`src/rtl/gpio_ctrl_pkg.sv`:
```
`default_nettype none
// ============================================================================
//  Module   : gpio_ctrl_pkg
//  Purpose  : Shared encodings for the GPIO write arbiter slice.
//             - op_t    : read-modify-write op codes (WRITE/SET/CLEAR/TOGGLE)
//             - state_t : arbiter FSM states (IDLE/APPLY)
//             - GPIO_ADDR_DEFAULT : bus address that selects the GPIO register
//  Revision : 1.0 - initial release
// ============================================================================
package gpio_ctrl_pkg;

  typedef enum logic [1:0] {
    OP_WRITE  = 2'b00,
    OP_SET    = 2'b01,
    OP_CLEAR  = 2'b10,
    OP_TOGGLE = 2'b11
  } op_t;

  typedef enum logic {
    ST_IDLE  = 1'b0,
    ST_APPLY = 1'b1
  } state_t;

  localparam logic [31:0] GPIO_ADDR_DEFAULT = 32'h0000ABCD;

endpackage : gpio_ctrl_pkg
`default_nettype wire

```
`src/rtl/gpio_op_unit.sv`:
```
`default_nettype none
// ============================================================================
//  Module   : gpio_op_unit
//  Purpose  : Combinational next-value function for the GPIO register.
//             Applies a bitwise op to the current value, then keeps the old
//             value in every byte whose enable bit is low.
//  Ports    : cur_val  [WIDTH]   current GPIO register value
//             operand  [WIDTH]   latched write data
//             op       op_t      WRITE / SET / CLEAR / TOGGLE
//             byte_en  [WIDTH/8] per-byte update enable (all ones = full word)
//             next_val [WIDTH]   value to load into the register
//  Revision : 1.0 - initial release
// ============================================================================
module gpio_op_unit
  import gpio_ctrl_pkg::*;
#(
  parameter int WIDTH = 32
) (
  input  logic [WIDTH-1:0]   cur_val,
  input  logic [WIDTH-1:0]   operand,
  input  op_t                op,
  input  logic [WIDTH/8-1:0] byte_en,
  output logic [WIDTH-1:0]   next_val
);

  localparam int NBYTES = WIDTH / 8;

  logic [WIDTH-1:0] op_result;

  always_comb begin
    op_result = cur_val;
    case (op)
      OP_WRITE:  op_result = operand;
      OP_SET:    op_result = cur_val | operand;
      OP_CLEAR:  op_result = cur_val & ~operand;
      OP_TOGGLE: op_result = cur_val ^ operand;
      default:   op_result = cur_val;
    endcase
  end

  // Byte lanes with a cleared enable keep their previous contents.
  generate
    for (genvar b = 0; b < NBYTES; b++) begin : g_byte
      assign next_val[b*8 +: 8] = byte_en[b] ? op_result[b*8 +: 8] : cur_val[b*8 +: 8];
    end
  endgenerate

endmodule : gpio_op_unit
`default_nettype wire

```
`src/rtl/gpio_write_arbiter.sv`:
```
`default_nettype none
// ============================================================================
//  Module   : gpio_write_arbiter
//  Purpose  : Shares the GPIO output register between two requesters
//             (port 0 = CPU store path, port 1 = debug/loader path).
//             Each request is an addressed read-modify-write op with a
//             req/ack handshake; a request sampled in IDLE at cycle N shows
//             its ack and gpio_out update in cycle N+2.
//  Ports    : clock, reset         system clock, synchronous active-high reset
//             reqN/addrN/wdataN/opN request, target address, operand, op code
//             ackN                 one-cycle completion pulse
//             gpio_out             GPIO register (drives the pins)
//             busy                 high while the FSM is not IDLE
//             err                  pulses with ack when address != GPIO_ADDR
//  Options  : GPIO_BYTE_MASK_EN    adds be0/be1 byte enables (WIDTH/8 bits)
//  Revision : 1.0 - initial release
// ============================================================================
module gpio_write_arbiter
  import gpio_ctrl_pkg::*;
#(
  parameter int               WIDTH     = 32,
  parameter logic [WIDTH-1:0] GPIO_ADDR = GPIO_ADDR_DEFAULT
) (
  input  logic               clock,
  input  logic               reset,
  input  logic               req0,
  input  logic [WIDTH-1:0]   addr0,
  input  logic [WIDTH-1:0]   wdata0,
  input  logic [1:0]         op0,
  input  logic               req1,
  input  logic [WIDTH-1:0]   addr1,
  input  logic [WIDTH-1:0]   wdata1,
  input  logic [1:0]         op1,
`ifdef GPIO_BYTE_MASK_EN
  input  logic [WIDTH/8-1:0] be0,
  input  logic [WIDTH/8-1:0] be1,
`endif
  output logic               ack0,
  output logic               ack1,
  output logic [WIDTH-1:0]   gpio_out,
  output logic               busy,
  output logic               err
);

  localparam int NBYTES = WIDTH / 8;

  state_t             state_q, state_d;
  logic               grant_q, grant_d;     // latched winner: 0 = port 0, 1 = port 1
  logic               rr_ptr_q, rr_ptr_d;   // last granted port; the other wins a tie
  logic [WIDTH-1:0]   addr_q, addr_d;
  logic [WIDTH-1:0]   wdata_q, wdata_d;
  op_t                op_q, op_d;
  logic [NBYTES-1:0]  be_q, be_d;
  logic [WIDTH-1:0]   gpio_q, gpio_d;
  logic               ack0_q, ack0_d;
  logic               ack1_q, ack1_d;
  logic               err_q, err_d;

  logic               elig0, elig1;
  logic [NBYTES-1:0]  be0_in, be1_in;
  logic [WIDTH-1:0]   gpio_next;

`ifdef GPIO_BYTE_MASK_EN
  assign be0_in = be0;
  assign be1_in = be1;
`else
  assign be0_in = '1;
  assign be1_in = '1;
`endif

  gpio_op_unit #(
    .WIDTH (WIDTH)
  ) u_op_unit (
    .cur_val  (gpio_q),
    .operand  (wdata_q),
    .op       (op_q),
    .byte_en  (be_q),
    .next_val (gpio_next)
  );

  // A port whose ack is showing this cycle is not eligible; a still-high
  // req is picked up again on the following cycle.
  assign elig0 = req0 & ~ack0_q;
  assign elig1 = req1 & ~ack1_q;

  always_comb begin
    state_d  = state_q;
    grant_d  = grant_q;
    rr_ptr_d = rr_ptr_q;
    addr_d   = addr_q;
    wdata_d  = wdata_q;
    op_d     = op_q;
    be_d     = be_q;
    gpio_d   = gpio_q;
    ack0_d   = 1'b0;
    ack1_d   = 1'b0;
    err_d    = 1'b0;

    case (state_q)
      ST_IDLE: begin
        if (elig0 | elig1) begin
          grant_d  = (elig0 & elig1) ? ~rr_ptr_q : elig1;
          rr_ptr_d = grant_d;
          if (grant_d) begin
            addr_d  = addr1;
            wdata_d = wdata1;
            op_d    = op_t'(op1);
            be_d    = be1_in;
          end else begin
            addr_d  = addr0;
            wdata_d = wdata0;
            op_d    = op_t'(op0);
            be_d    = be0_in;
          end
          state_d = ST_APPLY;
        end
      end
      ST_APPLY: begin
        if (addr_q == GPIO_ADDR) begin
          gpio_d = gpio_next;
        end else begin
          err_d = 1'b1;
        end
        ack0_d  = ~grant_q;
        ack1_d  = grant_q;
        state_d = ST_IDLE;
      end
      default: state_d = ST_IDLE;
    endcase
  end

  // Synchronous reset wins over an in-flight APPLY, aborting the op.
  always_ff @(posedge clock) begin
    if (reset) begin
      state_q  <= ST_IDLE;
      grant_q  <= 1'b0;
      rr_ptr_q <= 1'b0;
      addr_q   <= '0;
      wdata_q  <= '0;
      op_q     <= OP_WRITE;
      be_q     <= '0;
      gpio_q   <= '0;
      ack0_q   <= 1'b0;
      ack1_q   <= 1'b0;
      err_q    <= 1'b0;
    end else begin
      state_q  <= state_d;
      grant_q  <= grant_d;
      rr_ptr_q <= rr_ptr_d;
      addr_q   <= addr_d;
      wdata_q  <= wdata_d;
      op_q     <= op_d;
      be_q     <= be_d;
      gpio_q   <= gpio_d;
      ack0_q   <= ack0_d;
      ack1_q   <= ack1_d;
      err_q    <= err_d;
    end
  end

  assign ack0     = ack0_q;
  assign ack1     = ack1_q;
  assign err      = err_q;
  assign gpio_out = gpio_q;
  assign busy     = (state_q != ST_IDLE);

endmodule : gpio_write_arbiter
`default_nettype wire

```
`config.mk`:
```
export PLATFORM = sky130hd
export DESIGN_NAME = gpio_write_arbiter
export DESIGN_NICKNAME = d
export VERILOG_FILES = /design/src/rtl/gpio_ctrl_pkg.sv /design/src/rtl/gpio_op_unit.sv /design/src/rtl/gpio_write_arbiter.sv
export SDC_FILE = /design/constraint.sdc
export NUM_CORES = 1
export LEC_CHECK = 0
export ABC_AREA = 1
export ABC_CLOCK_PERIOD_IN_PS = 3300
export CORE_MARGIN = 3
export CORE_UTILIZATION = 35
export CTS_CLUSTER_DIAMETER = 100
export DETAILED_ROUTE_END_ITERATION = 16
export SKIP_LAST_GASP = 1
export SLEW_MARGIN = 20
export SYNTH_ARGS = -nofsm -noshare
export SYNTH_HDL_FRONTEND = slang
export SYNTH_SLANG_ARGS = --single-unit
```
`constraint.sdc`:
```
create_clock -name clock -period 3.3 [get_ports clock]
set_input_delay 0.825 -clock clock [delete_from_list [all_inputs] [get_ports clock]]
set_output_delay 0.825 -clock clock [all_outputs]
set_load 0.01 [all_outputs]
```
Word level (Yosys, flattened, before mapping)
Index checks and enable logic that the tools add are counted.
W data, S select, Z words.
{ "totals": {"out_inout_bits": 36, "in_bits": 136, "wordCells": 44, "ff_bits": 104} }
{ "classes": {"reduce_logical": 7, "eq_ne": 4, "bitwise_logic": 12, "muxes": 8} }
{ "ops": {"columns": ["operator", "count"], "rows": [
  ["$pmux W32 S4", 1],
  ["$mux W32", 2],
  ["$and A32 B32 Y32", 1],
  ["$eq A32 B16 Y1 const B", 1],
  ["$not A32 Y32", 1],
  ["$or A32 B32 Y32", 1],
  ["$xor A32 B32 Y32", 1],
  ["$reduce_and A3 Y1", 4],
  ["$eq A2 B2 Y1 const B", 2],
  ["$not A1 Y1", 4],
  ["$and A1 B1 Y1", 3],
  ["$mux W1", 3],
  ["$eq A2 B1 Y1 const B", 1],
  ["$logic_not A2 Y1", 1],
  ["$mux W2", 1],
  ["$pmux W1 S2", 1],
  ["$reduce_and A2 Y1", 1],
  ["$reduce_or A2 Y1", 1],
  ["$or A1 B1 Y1", 1]
]} }

Depth between registers and ports, before layout
{ "depth": {"depth_word": 5, "ltp_mapped": 10, "mapped_depth_nobuf": 9} }

By module
From an unflattened synthesis, not the netlist that was laid out.
{ "unflattened": {"cells_unflattened": 1182, "area_unflattened_um2": 7353.3} }
{ "by_module_without_submodules": {"columns": ["mod", "seq_area_each_um2", "instances", "area_per_inst_um2", "cells_each"], "rows": [
  ["gpio_write_arbiter", 2082.0, 1, 4895.9, 727],
  ["gpio_op_unit", 0.0, 1, 2457.4, 455]
]} }

Worst setup path before layout
Ideal clock, no wire load.
{ "synth_path": {"kind": "input-to-reg", "startpoint": "input req1", "endpoint": "register wdata_q[10]", "required_ns": 3.181, "setup_ns": 0.119, "stages": 9, "slack_ns": 1.526, "t_arrival_ns": 1.654, "path_cell_list": "inv_1 -> nor2_2 -> inv_2 -> a21oi_4 -> inv_2 -> buf_6 -> buf_6 -> a21oi_2 -> a21oi_1"} }
{ "synth_between": {"elab_chain_len": 4, "elab_cells_between_ends": 6, "classes_between": "mux (2); bitwise (3); reduce/logical (1)"} }
{ "synth_lines": {"columns": ["element", "line_no", "source"], "rows": [
  ["from (decl)", "gpio_write_arbiter.sv:30", "input logic req1,"],
  ["$and A1 B1 Y1 (*)", "gpio_write_arbiter.sv:84", "assign elig1 = req1 & ~ack1_q;"],
  ["$and A1 B1 Y1", "gpio_write_arbiter.sv:102", "grant_d = (elig0 & elig1) ? ~rr_ptr_q : elig1;"],
  ["$mux W1", "gpio_write_arbiter.sv:102", null],
  ["$mux W32", "gpio_write_arbiter.sv:104", "if (grant_d) begin"],
  ["to (signal assigned)", "gpio_write_arbiter.sv:151", "wdata_q <= wdata_d;"],
  ["to (decl)", "gpio_write_arbiter.sv:51", "logic [WIDTH-1:0] wdata_q, wdata_d;"]
]} }
Mark *: on every way between the ends. The rest lies on a longest branch, timed or not.
A chain may end at the register's enable or synchronous reset.

Worst setup path in the final report
{ "layout_path": {"startpoint": "input req1", "endpoint": "register wdata_q[3]"} }
Same word-level chain as after synthesis.

==> metrics.txt <==
Post-synth EDFFs 0; Crit-path slowest cell buf_4; final hold slack 478.0 ps; row cnt 49; DIE AREA 0.02018 sq mm; CP delay by family, top buffers and inverters; IO Port Bufs 171; layout cells sized above 1 5.244%; CTS H-Tree Depth 3; DRT iter0 DRCs 267; Congestion Overflow GR 0; Max rail drop VDD 0.0002348 V; core box area 0.01809 sq mm; Final ANT Viol Nets 0; post-synth top area share 32.14%; die span in y 142.0 um; initial antenna violation count 0; worst setup path start req1; synth warn 0; Sw Pwr 0.9876 mW; Tmin final 2252 ps; Via density 4.729; Mean Syn Cell Area 6.603 sq um; largest net degree at the start of global routing 69; Worst Hold Class register to register; relative slew slack 41.06%; worst-margin pin slew 881.9 ps; Reg2Reg Depth 9; worst-path maximum fanout 68; routed len/inst 13.90 um; n_diodes 0; Reg power frac 43.0%; most used flip-flop cell after synthesis dfxtp_1; leakage 3.758 nW; hold_buf cts 0; die width 142.0 um; clock buffer depth 2; most frequent cells in the layout nand2_1 (258), clkdlybuf4s50_1 (171), nor2_1 (120); Setup crit end wdata_q[3]; synthesized area 0.006477 sq mm; CP arrival 2540 ps; Comb power frac 23.3%; vias 6,403; total stage count of the critical path 8; Crit Reg-Reg Endpoint gpio_out[5]; Seq/Total Area, Yosys 32.14%; # nets final 1,320; RSZ-0062 raised after global routing false; CTS tree done; synthesized flop and latch total 104; Clock Skews 11.89 ps; clock transition at the registers of the reported paths 70 ps; Placer Congestion 0.7602; Sw Share 30.20%; run status finished, final reports clean; R2R Setup Slk 1370 ps; Hold Vio Cnt, Final 0; vias in the first global route 6,139; filler instances 1,833; Slew Limit Fails 0; Critical Path Sink Type register; Int Power 2.282 mW; CP cell instances clkdlybuf4s50_1 > inv_1 > nor2_2 > inv_2 > a21oi_4 > buf_4 > o21ai_0 > a21oi_1; global-route wire length before repair 30,370 um; Post-Syn Instances 981; clock share of power 33.8%; Power Total 3.270 mW; biggest cell delay along the critical path 560 ps; number of max-cap violations 0; number of CTS-inserted buffers 9; post-route DRC violation count 0; synth unique cells 25; ys async rst share 0%; period utilization 68.25%; DRT Pass-1 Iters 4; Ports 172; commonest non-fill, non-tap cell in the layout nand2_1; crit path buf inv count 4; Overall Global Routing Usage 18.55%; Synth area leader dfxtp_1; PostCTS Resize Cnt 0; final setup TNS 0 ps; Post-CTS Setup Bufs 0; CTS Root Buffer Type clkbuf_16; Crit Reg-Reg Startpoint addr_q[3]; final WL 18,820 um; WS Path Type input port to register; setup violators final 0; clk_lat worst skew 360 ps; pwr dens 378.0 mW/mm^2; synth top area cells dfxtp_1 (32%), nand2_1 (15%), ha_1 (12%), a21oi_1 (8.7%), nor2_1 (7.0%); crit path launch type input port; Max Clock Freq 0.4440 GHz; HPWL Detailed 12,610 um; Mapped Nets 1,181; Required @ worst endpoint 3590 ps; Layout area overhead 33.55%; Starting Density 35.81%; CTS Sinks 104
state kept, by name, indices dropped and copies added, names as in the netlist, 2 cells and up:
signal    flops
addr_q       32
gpio_out     32
wdata_q      32
op_q          2
logic make-up (layout without fill, tap and decap cells):
logic type	Yosys count	in the layout	share of synthesized area [%]
AND/OR/NAND/NOR	432	432	26.23
AO/OA/AOI/OAI	209	209	18.00
buffers and inverters	172	316	11.26
flip-flops	104	104	32.14
adder cells (fa/ha/maj)	64	64	12.36
tightest hold or removal path: stages, from the launching register on:
cell and delay, ps:
dfxtp_1 350, inv_1 60, nor2_1 40
metal layers:
metal	track usage [%]	up-vias	part of all wire, %
met2	30.93	130	46
met3	4.637	13	5.2
met4	4.242	0	1.1
met1	24.26	2875	48
li1	-	3385	-
met5	0	-	0
how the worst min path moves through the flow:
stage             start  endpoint  slack, ps  cells past startpoint
2_1_floorplan  rr_ptr_q      ack0        430                      1
3_3_place_gp    be_q[0]   be_q[0]        450                      2
3_5_place_dp    be_q[0]   be_q[0]        470                      2
4_1_cts        rr_ptr_q      ack1        480                      2
5_1_grt        rr_ptr_q      ack1        510                      2
6_report       rr_ptr_q      ack1        480                      2
power by group through the flow:
stage / combinational (mW) / sequential, mW / clock, mW
after floorplan: 0.467 / 1.42 / 0
after global placement: 0.754 / 1.44 / 0
after detailed placement: 0.763 / 1.43 / 0
after CTS: 0.769 / 1.41 / 1.15
after global routing: 0.863 / 1.42 / 1.19
final: 0.761 / 1.41 / 1.10
stage by stage:
step | utilization (%) | cells | setup slack [ps] | area (sq um)
2_1_floorplan | - | 981 | 1526 | 6477
3_3_place_gp | 46.19 | 1338 | 719.4 | 8354
3_5_place_dp | 46.19 | 1338 | 701.4 | 8354
4_1_cts | 47.83 | 1354 | 1062 | 8651
5_1_grt | 47.83 | 1354 | 858.5 | 8651
6_report | 47.83 | 1354 | 1048 | 8651
cells in the mapped netlist, types with 4 or more instances:
master / count
buf_6: 5
o21ai_0: 63
dfxtp_1: 104
nor3_1: 23
nand2_1: 259
ha_1: 64
o2111ai_1: 9
nand3_1: 25
nor2_1: 120
buf_2: 22
inv_1: 111
clkbuf_1: 22
buf_4: 4
a21oi_1: 113
a21oi_2: 20
layout make-up:
| class | count | area (sq um) | area share (%) |
|---|---|---|---|
| Timing Repair Buffer | 184 | 1872 | 21.64 |
| Sequential cell | 104 | 2082 | 24.07 |
| Clock buffer | 10 | 229.0 | 2.647 |
| Clock inverter | 6 | 67.56 | 0.7810 |
| Tap cell | 229 | 286.5 | 3.312 |
| Inverter | 116 | 435.4 | 5.033 |
| Multi-Input combinational cell | 705 | 3679 | 42.52 |
Power figures use the tool's default switching activity.
